### config.mk
export PLATFORM = sky130hd
export DESIGN_NAME = r2sdf_fix_stage
export DESIGN_NICKNAME = d
export VERILOG_FILES = /design/src/rtl/r2sdf_fix_stage.sv
export SDC_FILE = /design/constraint.sdc
export NUM_CORES = 1
export LEC_CHECK = 0
export ABC_AREA = 1
export BUFFER_PORTS_ARGS = -buffer_cell sky130_fd_sc_hd__buf_2
export CORE_UTILIZATION = 30
export CTS_CLUSTER_SIZE = 28
export DETAILED_ROUTE_END_ITERATION = 12
export GPL_TIMING_DRIVEN = 0
export SYNTH_ARGS = -nofsm -noshare
export SYNTH_HDL_FRONTEND = slang
export SYNTH_SLANG_ARGS = --single-unit
### constraint.sdc
create_clock -name clk_i -period 2.5 [get_ports clk_i]
set_clock_uncertainty 0.15 [all_clocks]
set_input_delay 0.125 -clock clk_i [delete_from_list [all_inputs] [get_ports clk_i]]
set_output_delay 0.125 -clock clk_i [all_outputs]
set_load 0.01 [all_outputs]
### src/rtl/r2sdf_fix_stage.sv
// r2sdf_fix_stage: one fixed-point radix-2 single-path delay-feedback butterfly stage of a 2^N-point FFT.
// Optional: define R2SDF_OVF_FLAG_EN to add the sticky saturation flag output ovf_o.
`timescale 1ns/1ps
module r2sdf_fix_stage #(
  parameter int unsigned N     = 3,
  parameter int unsigned STAGE = 1,
  parameter int unsigned DW    = 16,
  parameter int unsigned TW    = 16,
  parameter int unsigned SCALE = 1
) (
  input  logic                 clk_i,
  input  logic                 rst_i,
  input  logic                 in_valid_i,
  input  logic                 in_sof_i,
  input  logic signed [DW-1:0] in_re_i,
  input  logic signed [DW-1:0] in_im_i,
  output logic        [N-2:0]  tw_addr_o,
  input  logic signed [TW-1:0] tw_re_i,
  input  logic signed [TW-1:0] tw_im_i,
  output logic                 out_valid_o,
  output logic                 out_sof_o,
  output logic signed [DW-1:0] out_re_o,
  output logic signed [DW-1:0] out_im_o
`ifdef R2SDF_OVF_FLAG_EN
  ,
  output logic                 ovf_o
`endif
);

  localparam int unsigned DELAY = 1 << (N - STAGE);
  localparam int unsigned CW    = N - STAGE + 1;
  localparam int unsigned BW    = (STAGE > 1) ? STAGE - 1 : 1;
  localparam int unsigned SW    = DW + 1;
  localparam int unsigned PW    = DW + TW + 1;
  localparam logic signed [PW-1:0] MAXV = PW'({1'b0, {(DW-1){1'b1}}});
  localparam logic signed [PW-1:0] MINV = -MAXV - PW'(1);
  localparam logic signed [PW-1:0] RND  = PW'(1) << (TW - 2);

  function automatic logic signed [DW-1:0] sat_dw(input logic signed [PW-1:0] x);
    if (x > MAXV)      sat_dw = DW'(MAXV);
    else if (x < MINV) sat_dw = DW'(MINV);
    else               sat_dw = DW'(x);
  endfunction

  // Butterfly output: rounded halving when scaling, otherwise clamp to DW.
  function automatic logic signed [DW-1:0] fold(input logic signed [SW-1:0] x);
    logic signed [SW:0] t;
    t = (SW+1)'(x) + (SW+1)'(1);
    if (SCALE != 0) fold = DW'(t >>> 1);
    else            fold = sat_dw(PW'(x));
  endfunction

  logic [CW-1:0]        cnt_q, cnt_d, cnt_e;
  logic [BW-1:0]        blk_q, blk_d, blk_e, blk_rev;
  logic                 primed_q, primed_d;
  logic signed [DW-1:0] dl_re_q [DELAY];
  logic signed [DW-1:0] dl_re_d [DELAY];
  logic signed [DW-1:0] dl_im_q [DELAY];
  logic signed [DW-1:0] dl_im_d [DELAY];
  logic                 out_valid_q, out_valid_d, out_sof_q, out_sof_d;
  logic signed [DW-1:0] out_re_q, out_re_d, out_im_q, out_im_d;

  logic                 bf, use_tw;
  logic signed [PW-1:0] pr_full, pi_full;
  logic signed [DW-1:0] p_re, p_im, head_re, head_im;
  logic signed [SW-1:0] s_re, s_im, d_re, d_im;

  for (genvar g = 0; g < BW; g++) begin : g_rev
    if (STAGE > 1) begin : g_on
      assign blk_rev[g] = blk_q[BW-1-g];
    end else begin : g_off
      assign blk_rev[g] = 1'b0;
    end
  end

  assign tw_addr_o = (N-1)'(blk_rev) << (N - STAGE);

  // A frame-start sample restarts the position counters for itself.
  always_comb begin
    cnt_e   = in_sof_i ? '0 : cnt_q;
    blk_e   = in_sof_i ? '0 : blk_q;
    bf      = cnt_e[CW-1];
    use_tw  = bf && (tw_addr_o != '0);
    head_re = dl_re_q[DELAY-1];
    head_im = dl_im_q[DELAY-1];
    pr_full = PW'(in_re_i) * PW'(tw_re_i) - PW'(in_im_i) * PW'(tw_im_i) + RND;
    pi_full = PW'(in_re_i) * PW'(tw_im_i) + PW'(in_im_i) * PW'(tw_re_i) + RND;
    p_re    = use_tw ? sat_dw(pr_full >>> (TW - 1)) : in_re_i;
    p_im    = use_tw ? sat_dw(pi_full >>> (TW - 1)) : in_im_i;
    s_re    = SW'(head_re) + SW'(p_re);
    s_im    = SW'(head_im) + SW'(p_im);
    d_re    = SW'(head_re) - SW'(p_re);
    d_im    = SW'(head_im) - SW'(p_im);
  end

  always_comb begin
    cnt_d       = cnt_q;
    blk_d       = blk_q;
    primed_d    = primed_q;
    dl_re_d     = dl_re_q;
    dl_im_d     = dl_im_q;
    out_valid_d = 1'b0;
    out_sof_d   = 1'b0;
    out_re_d    = out_re_q;
    out_im_d    = out_im_q;
    if (in_valid_i) begin
      cnt_d       = cnt_e + CW'(1);
      blk_d       = (STAGE > 1 && cnt_e == '1) ? blk_e + BW'(1) : blk_e;
      primed_d    = primed_q | bf;
      out_valid_d = primed_q | bf;
      out_sof_d   = (cnt_e == CW'(DELAY)) && (blk_e == '0);
      for (int i = 1; i < int'(DELAY); i++) begin
        dl_re_d[i] = dl_re_q[i-1];
        dl_im_d[i] = dl_im_q[i-1];
      end
      dl_re_d[0] = bf ? fold(d_re) : in_re_i;
      dl_im_d[0] = bf ? fold(d_im) : in_im_i;
      out_re_d   = bf ? fold(s_re) : head_re;
      out_im_d   = bf ? fold(s_im) : head_im;
    end
  end

  always_ff @(posedge clk_i) begin
    if (rst_i) begin
      cnt_q       <= '0;
      blk_q       <= '0;
      primed_q    <= 1'b0;
      out_valid_q <= 1'b0;
      out_sof_q   <= 1'b0;
      out_re_q    <= '0;
      out_im_q    <= '0;
      for (int i = 0; i < int'(DELAY); i++) begin
        dl_re_q[i] <= '0;
        dl_im_q[i] <= '0;
      end
    end else begin
      cnt_q       <= cnt_d;
      blk_q       <= blk_d;
      primed_q    <= primed_d;
      out_valid_q <= out_valid_d;
      out_sof_q   <= out_sof_d;
      out_re_q    <= out_re_d;
      out_im_q    <= out_im_d;
      dl_re_q     <= dl_re_d;
      dl_im_q     <= dl_im_d;
    end
  end

  assign out_valid_o = out_valid_q;
  assign out_sof_o   = out_sof_q;
  assign out_re_o    = out_re_q;
  assign out_im_o    = out_im_q;

`ifdef R2SDF_OVF_FLAG_EN
  function automatic logic sat_hit(input logic signed [PW-1:0] x);
    sat_hit = (x > MAXV) || (x < MINV);
  endfunction

  logic ovf_q, ovf_d, ovf_ev;

  // Sticky: any clamp on an accepted sample latches the flag until reset.
  always_comb begin
    ovf_ev = use_tw && (sat_hit(pr_full >>> (TW - 1)) || sat_hit(pi_full >>> (TW - 1)));
    if (SCALE == 0 && bf)
      ovf_ev = ovf_ev || sat_hit(PW'(s_re)) || sat_hit(PW'(s_im)) ||
               sat_hit(PW'(d_re)) || sat_hit(PW'(d_im));
    ovf_d = ovf_q | (in_valid_i & ovf_ev);
  end

  always_ff @(posedge clk_i) begin
    if (rst_i) ovf_q <= 1'b0;
    else       ovf_q <= ovf_d;
  end

  assign ovf_o = ovf_q;
`endif

endmodule

### Word-level counts from Yosys, hierarchy flattened

Index checks and enable logic that the tools add are counted.

* memory bits (writable): 0
* register bits: 167
* memories kept: 0
* bits in read-only memories: 0
* bits in latches: 0
* input bits: 68
* output and inout port bits: 36
* word-level logic and storage cells: 36

* multiply operators: 0
* $lt $le $gt $ge: 0
* reduce and logical (&&, ||, !) cells: 2
* $add $sub $neg: 9
* shifts and indexed selects: 0
* mux-type cells: 6
* bitwise gates (word level): 3
* equal/unequal tests: 1
* div/mod/pow operators: 0

Operators with widths (number)
* adder 17 x 2 -> 17 bit, second input constant: 4
* two-way mux 16 bit: 4
* adder 16 x 16 -> 17 bit: 2
* subtractor 16 x 16 -> 17 bit: 2
* adder 3 x 1 -> 3 bit, second input constant: 1
* equality test 3 bit, second input constant: 1
* two-way mux 3 bit: 1
* NOT 1 bit: 2
* OR reduction 2 bit: 1
* logical AND 1 bit: 1
* two-way mux 1 bit: 1
* OR 1 bit: 1

### Logic depth before layout (Yosys ltp)

Gate-level depths: netlist of run 1.

* depth in word-level cells: 3
* mapped depth: 16
* mapped depth without buffers: 16

### Least setup slack after synthesis of run 1

OpenSTA, ideal clock, no wires.

* kind: register -> register
* start: reg dl_re_q (netlist bit head_re[1])
* end: reg dl_re_q[58] (netlist bit)
* setup time: 135 ps
* data required time: 2215 ps
* path buffers: 0
* data arrival time: 1897 ps
* period minus slack after synthesis: 2182 ps
* path slack: 318 ps
* cell stages (with the launch flop): 14
* path through: dfxtp_1 > inv_1 > ha_1 > nor3_1 > fa_1 > nand3_1 > nand2_2 > nand2_1 > nand2_1 > nand3_1 > nand3_1 > nand3_1 > nand2_1 > a21oi_2

* cells in the longest elaborated chain, start to end: 3

RTL lines
* from (decl): RTL line 56 `logic signed [DW-1:0] dl_re_q [DELAY];`
* from (signal assigned): RTL line 144 `dl_re_q <= dl_re_d;`
* subtractor 16 x 16 -> 17 bit: RTL line 92 `d_re = SW'(head_re) - SW'(p_re);`
* adder 17 x 2 -> 17 bit: RTL line 48 `t = (SW+1)'(x) + (SW+1)'(1);`
* two-way mux 16 bit: RTL line 116 `dl_re_d[0] = bf ? fold(d_re) : in_re_i;`

Every way passes these cells.
A chain may end at the register's enable or synchronous reset.

### Worst setup path in the final report of run 1

* start: in in_re_i[1]
* end: reg dl_re_q[62] (netlist bit)

* cells in the longest elaborated chain, start to end: 3

RTL lines
* from (decl): RTL line 15 `input logic signed [DW-1:0] in_re_i,`
* subtractor 16 x 16 -> 17 bit: RTL line 92
* adder 17 x 2 -> 17 bit: RTL line 48
* two-way mux 16 bit: RTL line 116

Every way passes these cells.

==> results of run 1 <==
==> kinds of logic (layout without fill, tap and decap cells) <==
| family | count (synthesis) | in the layout | synth area share, % |
|---|---|---|---|
| fa+ha+maj | 94 | 94 | 11.66 |
| other cells | 1 | 2 | 0.03624 |
| xor+xnor | 21 | 21 | 1.777 |
| compound gates | 369 | 369 | 18.83 |
| flops | 167 | 167 | 32.31 |
| simple gates | 627 | 627 | 25.31 |
| buf+inv | 263 | 390 | 10.08 |
==> timing repair <==
item | CTS | global route
hold endpoints to repair | 29 | 0
setup endpoints to repair | 2 | 11
resized for setup | 2 | 40
pin swaps | 1 | 6
hold buffers | 27 | 0
==> worst max path at each step <==
stage                                        from                       end  slack, ps  depth (start not counted)
after floorplan           head_re[1]$_SDFFE_PP0P_  dl_re_q[58]$_SDFFE_PP0P_        320                         13
after global placement    head_re[1]$_SDFFE_PP0P_  dl_re_q[62]$_SDFFE_PP0P_        -40                         13
after detailed placement  head_re[1]$_SDFFE_PP0P_  dl_re_q[62]$_SDFFE_PP0P_        -70                         13
after CTS                 head_re[2]$_SDFFE_PP0P_  dl_re_q[62]$_SDFFE_PP0P_          8                         12
after global routing                  in_im_i[10]  dl_im_q[62]$_SDFFE_PP0P_        -20                         13
final                                  in_re_i[1]  dl_re_q[62]$_SDFFE_PP0P_        110                         14
==> cells in the mapped netlist, types with 2 or more instances <==
library cell | number | area [um^2]
nand2_1 | 296 | 1111
nor2_1 | 203 | 762.0
a21oi_1 | 179 | 895.9
inv_1 | 177 | 664.4
dfxtp_1 | 167 | 3343
o21ai_0 | 133 | 665.6
ha_1 | 90 | 1126
nand3_1 | 70 | 350.3
clkbuf_1 | 35 | 131.4
buf_2 | 27 | 135.1
o21ai_1 | 26 | 130.1
nand2_2 | 20 | 125.1
xor2_1 | 17 | 148.9
inv_2 | 16 | 60.06
a21oi_2 | 15 | 131.4
nor3_1 | 9 | 45.04
nand4_1 | 8 | 50.05
and2_1 | 6 | 37.54
buf_4 | 6 | 45.04
o21bai_1 | 6 | 45.04
nand3_2 | 5 | 50.05
fa_1 | 4 | 80.08
nor2_2 | 4 | 25.02
o211ai_1 | 4 | 30.03
xnor2_1 | 4 | 35.03
a31oi_1 | 2 | 12.51
nand3b_1 | 2 | 15.01
o21a_1 | 2 | 15.01
o221a_2 | 2 | 22.52
==> cell type report <==
class                      count  area (um^2)  share of cell area (%)
inverter                     194        728.2                   5.900
buffer                        69        315.3                   2.554
tap                          448        560.5                   4.541
sequential                   167         3346                   27.11
clock buffer                  18        439.2                   3.558
timing repair buffer          95        610.6                   4.947
multi-input combinational   1113         6188                   50.14
clock inverter                14        155.1                   1.257
==> power by group <==
part           switching (mW)  internal [mW]
clock network            1.31           1.37
registers              0.0905           2.81
logic                   0.999          0.557
total                    2.40           4.73
==> per-layer routing <==
layer  wire length (um)  share of wire (%)  track usage, %  vias to the layer above
met5                  0                  0               0                        -
met4                638                1.9           6.035                        0
met3               1960                5.7           3.182                       35
li1                   -                  -               -                     5208
met2              15290                 44           31.37                      287
met1              16590                 48           26.74                     4761
==> flip-flops by register name (all words and copies together), names as in the netlist <==
signal	count
blk_q	1
cnt_q	3
dl_im_q	48
dl_re_q	48
head_im	16
head_re	16
out_im_o	16
out_re_o	16
out_sof_o	1
out_valid_o	1
primed_q	1
==> layout by cell type (no fill, tap or decap), types with 11 or more instances in the layout <==
cell type	netlist	layout
nand3_1	70	70
nor2_1	203	203
nand2_2	20	20
xor2_1	17	17
a21oi_1	179	173
o21ai_1	26	26
dlygate4sd3_1	0	27
ha_1	90	68
clkbuf_1	35	35
o21ai_0	133	132
clkbuf_16	0	17
dfxtp_1	167	165
nand2_1	296	296
ha_2	0	11
buf_2	27	95
inv_1	177	176
inv_2	16	17
ha_4	0	11
a21oi_2	15	21
==> worst reg2reg max path, cell delays in order, from the launching register on <==
cell,delay [ps]
dfxtp_2,330
inv_2,90
ha_4,220
nor3_4,220
fa_2,250
nand3_1,100
nand2_2,150
nand2_1,60
nand2_1,140
nand2_1,110
nand3_1,90
nand3_1,120
nand2_1,140
a21oi_1,70
==> results by group, run 1 <==
Placed design
  – DP Wirelength: 26.83 mm
  – DP Area: 11250 um^2
  – Buffers on Ports: 68
  – Place WS: -73.42 ps
  – RePlAce Congestion: 0.9318
  – Placed insts: 2059

Setup path
  – Critical Path Fanout Max: 4
  – Crit path max-delay family: simple AND/OR/NAND/NOR gates
  – Crit Path Class: in2reg
  – Slowest CP cell: dlygate4sd3_1
  – Reg2reg end: dl_re_q[62]$_SDFFE_PP0P_
  – Largest stage delay, worst path: 530 ps
  – Startpoint types: input pin
  – Flop-to-flop setup slack: 110 ps
  – CP most frequent cell: nand2_1
  – CP Capture Type: flop
  – Worst path cell trace: dlygate4sd3_1, buf_2, ha_4, nor3_4, fa_2, nand3_1, nand2_2, nand2_1, nand2_1, nand2_1, nand3_1, nand3_1, nand2_1, a21oi_1
  – Crit path arrival time: 2540 ps
  – Worst Path Required: 2640 ps
  – WP buf/inv: 2
  – Worst r2r path cells: 13
  – R2r startpoint: head_re[1]$_SDFFE_PP0P_

GRT
  – Total GRT Usage: 19.57%
  – Antenna violations before repair: 0
  – Global-route wire length before repair: 53.88 mm
  – Grt total ovfl: 0
  – Pin count of the biggest net entering global routing: 19
  – Vias in the first global route: 9839

Clocking
  – Clk slew on worst S/H paths: 70 ps
  – Clock Path Buffers: 2
  – Setup Buffers After CTS: 0
  – H-Tree Depth: 4
  – Cts bufs inserted: 17
  – Clk Latency, worst-skew pair: 440 ps
  – CTS tree: done
  – Clock sink count: 167
  – Root buffer cell: clkbuf_16

STA
  – Fin. max-slew vios: 0
  – Final setup vio count: 0
  – Final worst hold slack: 20.24 ps
  – Final WS setup: 106.5 ps
  – Fin crit share: 95.74%
  – Max-slew headroom: 44.10%
  – Slew of the pin with the lowest slew margin: 838.5 ps
  – Fmax: 0.4178 GHz
  – Min cycle time layout: 2394 ps
  – Final Hold Fails: 0
  – Setup TNS: 0 ps

Logic synthesis
  – Seq/Total Area, Yosys: 32.31%
  – Main flop type after synthesis: dfxtp_1
  – Seq cells post-synth: 167
  – Post-Syn Area: 10350 um^2
  – Post-Syn Instances: 1542
  – Synth unique cells: 36
  – Number of synthesized flops with an enable pin: 0
  – Fraction of registers with async set/reset: 0%
  – Average size of a mapped cell: 6.710 um^2
  – Synth warn: 0

Die
  – Initial Utilization: 30.70%
  – Die Span Y: 187.7 um
  – CORE AREA: 33700 um^2
  – Die area: 35240 um^2
  – Top-Level Pins: 104
  – Row cnt: 67
  – Die width: 187.7 um

Drt
  – Routed vias: 10290
  – Vias/cell: 4.859
  – Antenna-violating nets left: 0
  – Iteration-0 DRC Markers: 690
  – WL final: 34.47 mm
  – First drt pass iteration count: 5
  – Routed len/inst: 16.27 um
  – DRC Markers: 0

Flow run
  – Max-cap violations: 0

Power and ir drop
  – Leakage: 5.831 nW
  – Total power: 7.129 mW
  – PD cells: 577.6 nW/um^2
  – Max IR drop VDD: 0.4787 mV

Final layout
  – Area Growth Syn to Fin: 19.29%
  – Non-Filler Instances: 2118
  – Cell area after layout: 12340 um^2
  – FILL cells: 3647
  – Final nets: 1819
  – Antenna Diode Count: 0
  – Fin util: 36.63%
  – Layout cells sized above 1: 14.07%

Hold path
  – HP Class: in2reg
  – Min-Delay Endpoint: dl_re_q[54]$_SDFFE_PP0P_
  – Hold_sp: in_re_i[6]
  – Worst hold stages: 5

Outcome
  – Status: complete, no violations
(Power assumes the default switching activity.)
==> run 2: changes to the inputs <==
--- a/config.mk
+++ b/config.mk
@@ -5,8 +5,8 @@
 export SDC_FILE = /design/constraint.sdc
 export NUM_CORES = 1
 export LEC_CHECK = 0
-export ABC_AREA = 1
 export BUFFER_PORTS_ARGS = -buffer_cell sky130_fd_sc_hd__buf_2
+export CORE_ASPECT_RATIO = 1.2
 export CORE_UTILIZATION = 30
 export CTS_CLUSTER_SIZE = 28
 export DETAILED_ROUTE_END_ITERATION = 12
==> run 2 against run 1 <==
Effect of this change:
- the flow now finishes with violations (setup timing)
- cell count is 22% lower
- non-clock buffer count is 24 higher
- utilization is 3.4 points higher
- die area is 8.6% lower
- combinational power is 46% lower
- via count is 19% lower
- critical path depth is 3 lower
- synthesized cell count is 29% lower
- maximum frequency is 20% lower
- worst setup slack worse by 590 ps
- flip-flop and latch count stayed put
- power is 12% lower
==> results by group, run 2 <==
Final layout
  – Most frequent cells in the layout: 196 x nor2_1, 151 x dfxtp_1, 111 x mux2i_1
  – Registers with the most flip-flops: dl_im_q: 48 flops, dl_re_q: 48 flops
  – Layout cells sized above 1: 23.33% (+9.3 points)
  – Area Growth Syn to Fin: 30.03%
  – Commonest non-fill, non-tap cell in the layout: nor2_1
  – Fin util: 39.98% (+3.4 points)
  – Final nets: 1409 (-23%)

Hold path
  – Min-Delay Endpoint: dl_re_q[59]$_SDFFE_PP0P_
  – HP Class: in2reg
  – Hold_sp: in_re_i[11]
  – Worst hold stages: 5 (unchanged)

Clocking
  – Clk slew on worst S/H paths: 70 ps (about the same)
  – Clock sink count: 167 (unchanged)
  – Root buffer cell: clkbuf_16
  – Clk Latency, worst-skew pair: 440 ps (about the same)
  – Cts bufs inserted: 17 (unchanged)
  – CTS tree: done
  – Clock Path Buffers: 2 (unchanged)
  – H-Tree Depth: 4 (unchanged)

GRT
  – Grt total ovfl: 0 (unchanged)
  – Vias in the first global route: 8278 (-16%)
  – Antenna violations before repair: 1 (+1)
  – Global-route wire length before repair: 46.75 mm (-13%)
  – Pin count of the biggest net entering global routing: 17 (-2)
  – Total GRT Usage: 19.31% (-0.26 points)

Power and ir drop
  – Clock network power share: 42.4% (+4.9 points)
  – Internal: 4.599 mW (-2.8%)
  – Sw power: 1.694 mW (-29%)
  – Leakage: 5.371 nW (-7.9%)
  – Logic pwr share: 13.4% (-8.4 points)
  – Max IR drop VDD: 0.3463 mV (-28%)
  – PD cells: 512.0 nW/um^2 (-11%)
  – Switching share of power: 26.92% (-6.7 points)
  – Share of power burned in registers: 44.2% (+3.5 points)

Drt
  – Vias/cell: 5.049 (+3.9%)
  – First drt pass iteration count: 5 (unchanged)
  – Antenna-violating nets left: 0 (unchanged)
  – Routed len/inst: 18.56 um (+14%)
  – Routed vias: 8367 (-19%)
  – DRC Markers: 0 (unchanged)
  – Iteration-0 DRC Markers: 412 (-40%)
  – WL final: 30.76 mm (-11%)

Logic synthesis
  – Average size of a mapped cell: 8.633 um^2 (+29%)
  – Post-Syn Instances: 1095 (-29%)
  – Top cells by area, synth: dfxtp_1 35%, ha_1 12%, mux2i_1 12%
  – Fraction of registers with async set/reset: 0% (unchanged)
  – Count leader, synth: nor2_1
  – Synth warn: 0 (unchanged)
  – Post-Syn Area: 9453 um^2 (-8.6%)
  – Seq/Total Area, Yosys: 35.37% (+3.1 points)
  – Main flop type after synthesis: dfxtp_1
  – Synth unique cells: 64 (+78%)
  – Top cells by count, synth: 202 x nor2_1, 167 x dfxtp_1, 111 x mux2i_1, 90 x ha_1, 62 x a21oi_1
  – Top-area cell type share of the netlist area: 35.37% (+3.1 points)
  – Post-synth top area cell: dfxtp_1
  – Number of synthesized flops with an enable pin: 0 (unchanged)
  – Seq cells post-synth: 167 (unchanged)

Setup path
  – Critical Path Fanout Max: 6 (+2)
  – Crit Path Class: reg2reg
  – Slowest CP cell: ha_1
  – CP Capture Type: flop
  – Crit path arrival time: 3120 ps (+580 ps)
  – Worst r2r path cells: 11 (-2)
  – Flop-to-flop setup slack: -480 ps (-590 ps)
  – Reg2reg end: dl_im_q[62]$_SDFFE_PP0P_
  – CP most frequent cell: ha_1
  – Worst Path Required: 2640 ps (about the same)
  – Largest stage delay, worst path: 520 ps (about the same)
  – R2r startpoint: head_im[8]$_SDFFE_PP0P_
  – Worst path cell trace: ha_1, ha_1, o21ai_0, nand2b_1, a21oi_1, o31ai_2, a21o_1, and3_1, a21oi_2, mux2i_1, nor3_1
  – Startpoint types: flop

Placed design
  – DP Wirelength: 21.90 mm (-18%)
  – RePlAce Congestion: 0.8517 (-8.6%)
  – Buffers on Ports: 67 (-1.5%)

Die
  – Die area: 32230 um^2 (-8.6%)
  – Row cnt: 70 (+4.5%)
  – Die width: 164.0 um (-13%)
  – CORE AREA: 30740 um^2 (-8.8%)
  – Die Span Y: 196.5 um (+4.7%)
  – Top-Level Pins: 104 (unchanged)
  – Initial Utilization: 30.75% (+0.044 points)

STA
  – Max-slew headroom: 36.53% (-7.6 points)
  – Fin crit share: 119.3% (+24 points)
  – RSZ-0062 raised after global routing: yes
  – Final setup vio count: 32 (+32)
  – Slew of the pin with the lowest slew margin: 952.1 ps (+113.5 ps)
  – Final WS setup: -482.0 ps (-588.5 ps)
  – Final Hold Fails: 0 (unchanged)
  – Min cycle time layout: 2982 ps (+588.5 ps)
  – Fin. max-slew vios: 0 (unchanged)
  – Fmax: 0.3353 GHz (-20%)
  – Final worst hold slack: 28.77 ps (+8.529 ps)

Flow run
  – Max-cap violations: 0 (unchanged)

Outcome
  – Status: complete, but fails checks
  – Failing checks: setup timing
## run 2: cell types whose count changed in the layout (fill, tap and decap cells not counted), sizes merged, moves of 14 or more
cell | before | now
xnor2 | 4 | 32
nand2b | 0 | 14
o21ai | 159 | 59
inv | 199 | 63
mux2i | 0 | 111
a211oi | 0 | 20
nand3 | 75 | 7
a21oi | 194 | 62
buf | 102 | 125
nand2 | 317 | 58
## run 2: repair_timing
item	in CTS	in global routing
pin swaps	79	55
hold buffers	16	0
gates resized for setup	94	63
endpoints found under the setup margin	40	44
hold endpoints to repair	18	0
setup buffers	34	15
## run 2: worst max-delay path by stage
stage	slack, ps	depth (start not counted)	end	start
final	-480	11	dl_im_q[62]$_SDFFE_PP0P_	head_im[8]$_SDFFE_PP0P_
after global routing	-590	13	dl_im_q[62]$_SDFFE_PP0P_	head_im[1]$_SDFFE_PP0P_
after CTS	-500	13	dl_im_q[62]$_SDFFE_PP0P_	head_im[1]$_SDFFE_PP0P_
after detailed placement	-670	13	dl_im_q[62]$_SDFFE_PP0P_	head_im[1]$_SDFFE_PP0P_
after global placement	-630	13	dl_im_q[62]$_SDFFE_PP0P_	head_im[1]$_SDFFE_PP0P_
after floorplan	-200	13	dl_im_q[62]$_SDFFE_PP0P_	head_im[1]$_SDFFE_PP0P_
## run 2: per-layer routing
metal	up-vias	track usage, %	part of all wire (%)
met5	-	0	0
li1	4085	-	-
met4	0	8.436	3.8
met1	4021	21.00	40
met3	72	3.409	3.9
met2	189	36.05	53
## run 2: power by group through the flow
stage	sequential, mW	combinational, mW	clock (mW)
final	2.78	0.846	2.67
after floorplan	2.83	0.491	0
after detailed placement	2.84	0.702	0
after global routing	2.79	0.915	2.80
after global placement	2.84	0.695	0
after CTS	2.78	0.796	2.69
## run 2: metrics by stage
stage	setup slack, ps	instances	setup TNS [ps]	cell area (um^2)	total power, mW
final	-482.0	1657	-6629	12290	6.293
after global routing	-591.9	1656	-9792	12290	6.502
after CTS	-504.0	1641	-6143	11910	6.265
after detailed placement	-665.1	1559	-11220	10470	3.542
after global placement	-630.7	1559	-10250	10470	3.533
after floorplan	-202.3	1096	-392.8	9639	3.318
## run 2: layout make-up
class	instances	area, um^2
Timing Repair Buffer	132	900.9
Sequential cell	167	3368
Clock buffer	19	442.9
Fill cell	3003	18450
Inverter	61	229.0
Antenna cell	1	2.502
Clock inverter	13	146.4
Multi-Input combinational cell	812	6467
Tap cell	396	495.5
Buffer	56	239.0
## run 2: logic make-up (layout without fill, tap and decap cells)
logic type / Yosys count / after routing / share of synthesized area [%]
fa+ha+maj: 94 / 94 / 12.76
other cells: 1 / 3 / 0.03967
compound gates: 225 / 225 / 15.92
mux: 111 / 111 / 11.75
xor+xnor: 48 / 48 / 4.447
simple gates: 332 / 332 / 14.97
buf+inv: 117 / 281 / 4.738
flops: 167 / 167 / 35.37
## run 2: worst max-delay path, delay by kind of cell, from the launching register on
| family | cells | cell delay (ps) |
|---|---|---|
| flops | 1 | 360 |
| mux | 1 | 200 |
| compound gates | 5 | 930 |
| simple gates | 3 | 320 |
| fa+ha+maj | 2 | 870 |
